===== src/rtl/part_buf_serializer_if.sv =====
// Handshake bundle between a word source, the part serializer and a part sink.
// The slave modport is the serializer's view; master is the surrounding environment.
interface part_buf_serializer_if #(
    parameter int DATA_W    = 32,
    parameter int NUM_PARTS = 4
);
    localparam int NP_SAFE = (NUM_PARTS < 1) ? 1 : NUM_PARTS;
    localparam int PART_W  = DATA_W / NP_SAFE;
    localparam int IDX_W   = (NP_SAFE > 1) ? $clog2(NP_SAFE) : 1;

    logic              in_valid;
    logic              in_ready;
    logic [DATA_W-1:0] in_data;
    logic              out_valid;
    logic              out_ready;
    logic [PART_W-1:0] out_data;
    logic [IDX_W-1:0]  out_idx;
    logic              out_last;
    logic [15:0]       word_count;

    modport slave (
        input  in_valid, in_data, out_ready,
        output in_ready, out_valid, out_data, out_idx, out_last, word_count
    );

    modport master (
        output in_valid, in_data, out_ready,
        input  in_ready, out_valid, out_data, out_idx, out_last, word_count
    );
endinterface


===== src/rtl/part_buf_serializer.sv =====
// Splits each accepted DATA_W word into NUM_PARTS parts of PART_W bits and emits them
// one per output handshake, reloading back-to-back on the final part.
module part_buf_serializer #(
    parameter int DATA_W    = 32,
    parameter int NUM_PARTS = 4,
    parameter int MSB_FIRST = 0
) (
    input logic                  clk,
    input logic                  rst_n,
    part_buf_serializer_if.slave bus
);
    localparam int NP_SAFE = (NUM_PARTS < 1) ? 1 : NUM_PARTS;
    localparam int PART_W  = DATA_W / NP_SAFE;
    localparam int IDX_W   = (NP_SAFE > 1) ? $clog2(NP_SAFE) : 1;
    localparam logic [IDX_W-1:0] LAST_IDX = IDX_W'(NP_SAFE - 1);

    generate
        if (NUM_PARTS < 1) begin : g_bad_parts
            $error("part_buf_serializer: NUM_PARTS must be at least 1");
        end else if (DATA_W % NUM_PARTS != 0) begin : g_bad_width
            $error("part_buf_serializer: DATA_W must be a multiple of NUM_PARTS");
        end
    endgenerate

    typedef enum logic {
        IDLE = 1'b0,
        SEND = 1'b1
    } state_t;

    state_t            state_reg;
    logic [DATA_W-1:0] shift_reg;
    logic [DATA_W-1:0] shift_next;
    logic [IDX_W-1:0]  idx_reg;
    logic [IDX_W-1:0]  idx_next;
    logic              last_reg;
    logic              valid_reg;
    logic [15:0]       count_reg;
    logic              out_fire;
    logic              in_fire;

    // The outgoing part always sits at the edge the word shifts toward.
    generate
        if (MSB_FIRST != 0) begin : g_msb_first
            assign bus.out_data = shift_reg[DATA_W-1 -: PART_W];
            assign shift_next   = shift_reg << PART_W;
        end else begin : g_lsb_first
            assign bus.out_data = shift_reg[PART_W-1:0];
            assign shift_next   = shift_reg >> PART_W;
        end
    endgenerate

    assign out_fire     = valid_reg && bus.out_ready;
    assign bus.in_ready = (state_reg == IDLE) || (out_fire && last_reg);
    assign in_fire      = bus.in_valid && bus.in_ready;
    assign idx_next     = idx_reg + IDX_W'(1);

    always_ff @(posedge clk or negedge rst_n) begin
        if (!rst_n) begin
            state_reg <= IDLE;
            shift_reg <= '0;
            idx_reg   <= '0;
            last_reg  <= 1'b0;
            valid_reg <= 1'b0;
            count_reg <= '0;
        end else begin
            case (state_reg)
                IDLE: begin
                    if (in_fire) begin
                        state_reg <= SEND;
                        shift_reg <= bus.in_data;
                        idx_reg   <= '0;
                        last_reg  <= (NP_SAFE == 1);
                        valid_reg <= 1'b1;
                    end
                end
                SEND: begin
                    if (out_fire) begin
                        if (last_reg) begin
                            count_reg <= count_reg + 16'd1;
                            // A word offered alongside the final part loads with no bubble.
                            if (in_fire) begin
                                shift_reg <= bus.in_data;
                                idx_reg   <= '0;
                                last_reg  <= (NP_SAFE == 1);
                            end else begin
                                state_reg <= IDLE;
                                idx_reg   <= '0;
                                last_reg  <= 1'b0;
                                valid_reg <= 1'b0;
                            end
                        end else begin
                            shift_reg <= shift_next;
                            idx_reg   <= idx_next;
                            last_reg  <= (idx_next == LAST_IDX);
                        end
                    end
                end
                default: begin
                    state_reg <= IDLE;
                    valid_reg <= 1'b0;
                end
            endcase
        end
    end

    assign bus.out_valid  = valid_reg;
    assign bus.out_idx    = idx_reg;
    assign bus.out_last   = last_reg;
    assign bus.word_count = count_reg;
endmodule

===== src/flat_wrapper.sv =====
// flat-port wrapper written by rule: the top's interface ports become plain ports
module part_buf_serializer_flat 
#(
    parameter int DATA_W    = 32,
    parameter int NUM_PARTS = 4,
    parameter int MSB_FIRST = 0
)
  (clk, rst_n, bus_in_valid, bus_in_data, bus_out_ready, bus_in_ready, bus_out_valid, bus_out_data, bus_out_idx, bus_out_last, bus_word_count);
  part_buf_serializer_if #(.DATA_W(DATA_W), .NUM_PARTS(NUM_PARTS)) bus_i ();
  input logic clk;
  input logic rst_n;
  input wire logic [$bits(bus_i.in_valid)-1:0] bus_in_valid;
  input wire logic [$bits(bus_i.in_data)-1:0] bus_in_data;
  input wire logic [$bits(bus_i.out_ready)-1:0] bus_out_ready;
  output wire logic [$bits(bus_i.in_ready)-1:0] bus_in_ready;
  output wire logic [$bits(bus_i.out_valid)-1:0] bus_out_valid;
  output wire logic [$bits(bus_i.out_data)-1:0] bus_out_data;
  output wire logic [$bits(bus_i.out_idx)-1:0] bus_out_idx;
  output wire logic [$bits(bus_i.out_last)-1:0] bus_out_last;
  output wire logic [$bits(bus_i.word_count)-1:0] bus_word_count;
  assign bus_i.in_valid = bus_in_valid;
  assign bus_i.in_data = bus_in_data;
  assign bus_i.out_ready = bus_out_ready;
  assign bus_in_ready = bus_i.in_ready;
  assign bus_out_valid = bus_i.out_valid;
  assign bus_out_data = bus_i.out_data;
  assign bus_out_idx = bus_i.out_idx;
  assign bus_out_last = bus_i.out_last;
  assign bus_word_count = bus_i.word_count;
  part_buf_serializer #(.DATA_W(DATA_W), .NUM_PARTS(NUM_PARTS), .MSB_FIRST(MSB_FIRST)) u_core (.clk(clk), .rst_n(rst_n), .bus(bus_i));
endmodule

===== config.mk =====
export PLATFORM = sky130hd
export DESIGN_NAME = part_buf_serializer_flat
export DESIGN_NICKNAME = d
export VERILOG_FILES = /design/src/rtl/part_buf_serializer_if.sv /design/src/rtl/part_buf_serializer.sv /design/src/flat_wrapper.sv
export SDC_FILE = /design/constraint.sdc
export NUM_CORES = 1
export LEC_CHECK = 0
export CORE_AREA = 2 2 85 87
export DETAILED_ROUTE_END_ITERATION = 10
export DIE_AREA = 0 0 87 89
export PLACE_DENSITY = 0.64
export SLEW_MARGIN = 40
export SYNTH_ARGS = -nofsm -noshare
export SYNTH_HDL_FRONTEND = slang
export SYNTH_SLANG_ARGS = --single-unit

===== constraint.sdc =====
create_clock -name clk -period 3.9 [get_ports clk]
set_input_delay 0.78 -clock clk [delete_from_list [all_inputs] [get_ports clk]]
set_output_delay 0.78 -clock clk [all_outputs]
set_load 0.03 [all_outputs]

== Word level (Yosys, flattened, before mapping) ==
Index checks and enable logic that the tools add are counted.
Word-level totals
  register bits: 53
  latch bits: 0
  bits in writable memories: 0
  memory bits (read-only): 0
  input bits: 36
  output and inout port bits: 29
  word-level logic and storage cells: 42
  memories kept: 0
Cells by class
  $add $sub $neg: 2
  multiply operators: 0
  divide/modulo/power cells: 0
  $lt $le $gt $ge: 0
  equality and inequality tests: 5
  shifts and indexed selects: 0
  multiplexer cells: 21
  bitwise gates (word level): 1
  reduce and logical (&&, ||, !) cells: 7
Operators with widths (count)
  $mux 32: 3
  $pmux 32 s2: 1
  $add 16x1->16 const B: 1
  $mux 1: 10
  $mux 2: 3
  $ne 2x2->1 const B: 3
  $pmux 1 s2: 3
  $pmux 2 s2: 1
  $reduce_and 4->1: 1
  $logic_and 1x1->1: 3
  $reduce_and 3->1: 1
  $add 2x1->2 const B: 1
  $eq 2x2->1 const B: 1
  $ne 2x1->1 const B: 1
  $reduce_and 2->1: 1
  $logic_or 1x1->1: 1
  $not 1->1: 1

== Logic depth before layout (Yosys ltp) ==
Gate-level depths: netlist of run 1.
  word-level depth: 8
  depth in mapped cells: 6
  mapped depth without buffers: 5

== Worst setup path before layout of run 1 ==
Ideal clock, no wire load.
  path type: in2out
  start point: input port bus_out_ready
  end point: output port bus_in_ready
  arrival: 1.212 ns
  data required time: 3.120 ns
  setup slack: 1.908 ns
  cell stages on the path: 2
  buffers on the path: 0
  path through: nand2_2 -> o21ai_2
Between the ends
  longest elaborated chain between the ends: 3
RTL lines
  from (decl): RTL line flat_wrapper.sv:14  | input wire logic [$bits(bus_i.out_ready)-1:0] bus_out_ready;
  $logic_and 1x1->1: RTL line part_buf_serializer.sv:52  | assign out_fire = valid_reg && bus.out_ready;
  $logic_and 1x1->1: RTL line part_buf_serializer.sv:53  | assign bus.in_ready = (state_reg == IDLE) || (out_fire && last_reg);
  $logic_or 1x1->1: RTL line part_buf_serializer.sv:53
  to (decl): RTL line flat_wrapper.sv:15  | output wire logic [$bits(bus_i.in_ready)-1:0] bus_in_ready;
Every way passes these cells.

== Worst setup path after layout of run 1 ==
Same ends and word-level chain as after synthesis.

==> results.json, run 1 <==
{
  "finClkSkew_ns": 0.00587,
  "die_h_um": 89,
  "rsz0062_at_grt": "no",
  "peakVddDrop_mv": 0.202,
  "p_sw_w": 0.000506,
  "critPathLaunchType": "input pin",
  "worstSkewPairLatency_ns": 0.29,
  "max_cap_viol_count": 0,
  "rows": 30,
  "antenna_found_initial": 0,
  "synth_ff_type": "dfrtp_1",
  "crit_path_max_fanout": 6,
  "period_share_pct": 81.3,
  "status": "completed",
  "crit_path_frequent_cell": "clkdlybuf4s50_1",
  "dr.pass1.iters": 4,
  "area_delta_synth_final_pct": 31.9,
  "hold_path.class": "in2async",
  "synth_area_sq_um": 2340,
  "cts_resized": 0,
  "ys_seq_elements": 53,
  "crit_slowest_cell": "clkdlybuf4s50_1",
  "drive_gt1_share_pct": 6.91,
  "dieArea_sq_um": 7740,
  "slew_violations": 0,
  "dp_hpwl_um": 3430,
  "critPathBufInv": 2,
  "drc": 0,
  "fin_crit_ns": 3.17,
  "grt.total_usage_pct": 13.1,
  "num_io_pins": 65,
  "clk_path_buf_depth": 2,
  "coreArea_sq_um": 6720,
  "synth_top_area_cell": "dfrtp_1",
  "p_leak_nw": 1.36,
  "htree_levels": 2,
  "ctsHoldBuffers": 0,
  "initial_core_util_pct": 34.8,
  "hold_violations": 0,
  "dp_cells": 347,
  "path_class": "in2out",
  "grt_max_degree": 47,
  "ys_warn_count": 0,
  "ant_nets": 0,
  "cts_buffers": 5,
  "clock_sinks": 53,
  "synth_edf_count": 0,
  "crit_cells": 4,
  "ys_seq_area_share_pct": 56.7,
  "p_per_area_nw_per_um2": 515,
  "power_frac_clock_pct": 20.7,
  "required_ns": 3.12,
  "max_freq_mhz": 316,
  "cp-end-kind": "output pin",
  "gp_congestion": 0.763,
  "vias_per_cell": 5.03,
  "path_cells": "clkdlybuf4s50_1 -> nand2_2 -> o21ai_2 -> clkdlybuf4s50_1",
  "grt_pass1_vias": 1760,
  "finalSetupTns_ns": 0,
  "synth_cell_type_count": 31,
  "switching_share_pct": 31.8,
  "yosys.area.top_type_share_pct": 56.7,
  "netlist_top_cells_count": "53 x dfrtp_1, 27 x inv_1, 26 x a21oi_1",
  "holdWs_ns": 0.470,
  "antenna_cells": 0,
  "p_int_w": 0.00108,
  "tightest_slew_ns": 0.733,
  "slowest_delay_ns": 0.69,
  "cts_setup_buffers": 0,
  "port_buffers": 64,
  "syn_area_per_cell_sq_um": 10.8,
  "crit_arrival_ns": 2.39,
  "wl_um": 4920,
  "cts_root_buf": "clkbuf_8",
  "routedWlPerCell_um": 13.9,
  "critPathTopFamily": "buffers and inverters",
  "final_nets": 312,
  "dieWidth_um": 87,
  "async_reset_ff_share_pct": 100,
  "synth_cells": 217,
  "tritoncts": "built",
  "path_clk_slew_ns": 0.09,
  "vias": 1786,
  "p_comb_share_pct": 28.8,
  "synth_nets": 255,
  "synthTopCellsByArea": "dfrtp_1 57%, o22ai_1 6.7%, a21oi_1 5.6%",
  "setup_viol": 0,
  "fill_cells": 646,
  "reg2regPathDepth": 4,
  "p_seq_share_pct": 50.5,
  "drtIter0Drc": 93,
  "post-synth-top-count-cell": "dfrtp_1",
  "grt.overflow.total": 0,
  "grt_first_pass_wirelength_um": 8050,
  "largest_reg_flops": 32,
  "maxSlewHeadroom_pct": 50.8,
  "finalNonFillerCells": 355
}
final cells by class:
class / count / area [sq um] / share of cell area, %
inverters: 27 / 101 / 3.28
well taps: 80 / 100 / 3.24
clock buffers: 7 / 96.3 / 3.12
repair buffers: 67 / 661 / 21.4
clock inverters: 1 / 5.00 / 0.162
flip-flops and latches: 53 / 1330 / 43.0
multi-input cells: 120 / 797 / 25.8
per-layer routing:
layer,routed length (um),track usage [%]
met4,72,3.98
met5,0,0
met3,186,2.40
met1,2150,17.0
met2,2520,22.3
power by group through the flow:
stage | Clock, W | Sequential (W) | Combinational (W)
3_3_place_gp | 0 | 0.000808 | 0.000452
2_1_floorplan | 0 | 0.000812 | 0.000306
4_1_cts | 0.000344 | 0.000803 | 0.000465
3_5_place_dp | 0 | 0.000813 | 0.000464
6_report | 0.000330 | 0.000803 | 0.000458
5_1_grt | 0.000368 | 0.000821 | 0.000505
cells by family after synthesis:
group	after synthesis	synth area share, %
AOI/OAI and AO/OA	65	17.4
DFF	53	56.7
buffers and inverters	44	9.51
and+or+nand+nor	37	9.35
xor gates and xnor gates	15	5.61
adders and majority gates	2	1.07
muxes	1	0.428
worst paths after layout:
check	slack [ns]	from	end
max	0.73	bus_out_ready	bus_in_ready
max in group asynchronous	2.87	rst_n	u_core.shift_reg[19]
min	0.47	rst_n	u_core.bus.word_count[14]
min in group clk	0.48	u_core.bus.word_count[15]	u_core.bus.word_count[15]
max reg2reg	2.01	u_core.state_reg	u_core.shift_reg[12]
min reg2reg	0.48	u_core.bus.word_count[15]	u_core.bus.word_count[15]
worst reg2reg max path, cell delays in order, from the launching register on:
cell and delay (ns):
dfrtp_1 0.58, and2b_1 0.26, nand3_2 0.47, o22ai_1 0.39, a21oi_1 0.07
cell usage in the layout (no fill, tap or decap):
cell type / count
clkdlybuf4s50_1: 63
dfrtp_1: 53
inv_1: 27
a21oi_1: 26
o22ai_1: 25
nand2_1: 13
xnor2_1: 12
a22o_1: 9
clkbuf_8: 7
nand4_1: 5
nand3_1: 4
buf_4: 4
xor2_1: 3
nor2_1: 3
and4_1: 2
ha_1: 2
nand2_2: 1
o21ai_2: 1
nand2b_1: 1
nand4_4: 1
nor3_2: 1
nor3_4: 1
and3_1: 1
nor3_1: 1
and2b_1: 1
nand3_2: 1
mux2i_1: 1
o21ai_1: 1
and2_1: 1
a2bb2oi_2: 1
o21ai_0: 1
o31ai_1: 1
clkinv_2: 1
per-stage QoR:
| step | power (W) | cell area (sq um) | utilization (%) | worst slack (ns) |
|---|---|---|---|---|
| floorplan | 0.00112 | 2340 | - | 1.91 |
| global placement | 0.00126 | 2980 | 44.3 | 0.784 |
| detailed placement | 0.00128 | 2990 | 44.4 | 0.738 |
| CTS | 0.00161 | 3090 | 45.9 | 0.732 |
| global route | 0.00169 | 3090 | 45.9 | 0.659 |
| finish | 0.00159 | 3090 | 45.9 | 0.731 |
(Power assumes the default switching activity.)
==> run 2: changes to the inputs <==
--- a/config.mk
+++ b/config.mk
@@ -8,7 +8,7 @@
 export CORE_AREA = 2 2 85 87
 export DETAILED_ROUTE_END_ITERATION = 10
 export DIE_AREA = 0 0 87 89
-export PLACE_DENSITY = 0.64
+export PLACE_DENSITY = 0.66
 export SLEW_MARGIN = 40
 export SYNTH_ARGS = -nofsm -noshare
 export SYNTH_HDL_FRONTEND = slang
==> constraint.sdc (replaced) <==
create_clock -name clk -period 2.9 [get_ports clk]
set_input_delay 0.58 -clock clk [delete_from_list [all_inputs] [get_ports clk]]
set_output_delay 0.58 -clock clk [all_outputs]
set_load 0.03 [all_outputs]
==> run 2 against run 1 <==
First-iteration DRC count is 25% lower. Worst hold slack got worse by 0.22 ns. Core utilization rose by 0.056 points. Register-to-register slack worse by 0.74 ns. Critical path depth unchanged. Count of clock-buffer cells in the layout shrank 1.
==> results.json, run 2 (synthesis gave the netlist of run 1 again) <==
{
  "drtIter0Drc": 70,
  "htree_levels": 2,
  "final_common_cell": "clkdlybuf4s50_1",
  "final_nets": 315,
  "ctsHoldBuffers": 0,
  "clk_path_buf_depth": 2,
  "routedWlPerCell_um": 13.6,
  "drc": 0,
  "path_clk_slew_ns": 0.09,
  "maxSlewHeadroom_pct": 55.4,
  "status": "completed",
  "rsz0062_at_grt": "no",
  "tightest_slew_ns": 0.665,
  "initial_core_util_pct": 34.8,
  "hold_path.class": "in2async",
  "vias": 1763,
  "cp-end-kind": "output pin",
  "wl_um": 4860,
  "port_buffers": 64,
  "dieArea_sq_um": 7740,
  "hold_violations": 0,
  "slew_violations": 0,
  "tritoncts": "built",
  "antenna_cells": 0,
  "cts_setup_buffers": 0,
  "worstSkewPairLatency_ns": 0.30,
  "die_h_um": 89,
  "vias_per_cell": 4.92,
  "dp_hpwl_um": 3350,
  "max_cap_viol_count": 0,
  "required_ns": 2.32,
  "dr.pass1.iters": 4,
  "path_class": "in2out",
  "crit_path_max_fanout": 6,
  "largest_reg_flops": 32,
  "grt_max_degree": 44,
  "gp_congestion": 0.774,
  "crit_arrival_ns": 2.03,
  "layout_common_cells": "63 x clkdlybuf4s50_1, 53 x dfrtp_1, 27 x inv_1",
  "finClkSkew_ns": 0.00539,
  "p_per_area_nw_per_um2": 680,
  "finalSetupTns_ns": 0,
  "antenna_found_initial": 0,
  "num_io_pins": 65,
  "ant_nets": 0,
  "cts_buffers": 5,
  "grt_first_pass_wirelength_um": 7990,
  "period_share_pct": 90.1,
  "grt.total_usage_pct": 13.3,
  "area_delta_synth_final_pct": 32.0,
  "dpl-instance-area_sq_um": 3000,
  "finalInstanceArea_sq_um": 3090,
  "clock_sinks": 53,
  "coreArea_sq_um": 6720,
  "peakVddDrop_mv": 0.314,
  "cts_root_buf": "clkbuf_8",
  "cts_resized": 0,
  "grt.overflow.total": 0,
  "setup_viol": 0,
  "grt_pass1_vias": 1788,
  "max_freq_mhz": 383,
  "critPathLaunchType": "input pin",
  "dieWidth_um": 87,
  "drive_gt1_share_pct": 7.19,
  "fin_crit_ns": 2.61,
  "p_leak_nw": 1.35,
  "rows": 30
}
==> run 2: final timing paths <==
kind / from / to / slack (ns) / cells past startpoint
max: bus_out_ready / bus_in_ready / 0.29 / 4
min: rst_n / u_core.bus.out_idx[1] / 0.25 / 1
max reg2reg: u_core.state_reg / u_core.shift_reg[24] / 1.27 / 3
min reg2reg: u_core.bus.word_count[15] / u_core.bus.word_count[15] / 0.48 / 1
max in group asynchronous: rst_n / u_core.shift_reg[10] / 2.12 / 2
min in group clk: u_core.bus.word_count[15] / u_core.bus.word_count[15] / 0.48 / 1
==> run 2: through the flow <==
| stage | cells | hold WS, ns | total power [W] | utilization (%) | worst slack, ns |
|---|---|---|---|---|---|
| floorplan | 217 | 0.284 | 0.00150 | - | 1.12 |
| global placement | 350 | 0.464 | 0.00169 | 44.7 | 0.299 |
| detailed placement | 350 | 0.469 | 0.00171 | 44.7 | 0.281 |
| CTS | 358 | 0.267 | 0.00213 | 46.0 | 0.277 |
| global route | 358 | 0.287 | 0.00225 | 46.0 | 0.235 |
| finish | 358 | 0.254 | 0.00210 | 46.0 | 0.286 |
==> run 2: routing by layer <==
metal / GRT usage (%) / share of wire, %
met5: 0 / 0
met2: 22.7 / 49
met4: 5.11 / 1.3
met1: 16.5 / 45
met3: 2.86 / 4.9
==> run 2: critical path: stages <==
cell and delay [ns]:
clkdlybuf4s50_1 0.50, nand2_2 0.11, o21ai_2 0.16, clkdlybuf4s50_1 0.69
==> run 2: layout make-up <==
class / count / area (sq um)
clock buffer: 6 / 72.6
inverter: 27 / 101
clock inverter: 2 / 15.0
fill: 659 / 3630
tap: 80 / 100
multi-input combinational: 120 / 792
sequential: 53 / 1330
timing repair buffer: 70 / 683
==> run 2: power by group <==
group | switching (W) | total (W) | internal [W]
registers | 0.000128 | 0.00107 | 0.000946
clock network | 0.000238 | 0.000409 | 0.000170
logic | 0.000318 | 0.000617 | 0.000299
total | 0.000685 | 0.00210 | 0.00142
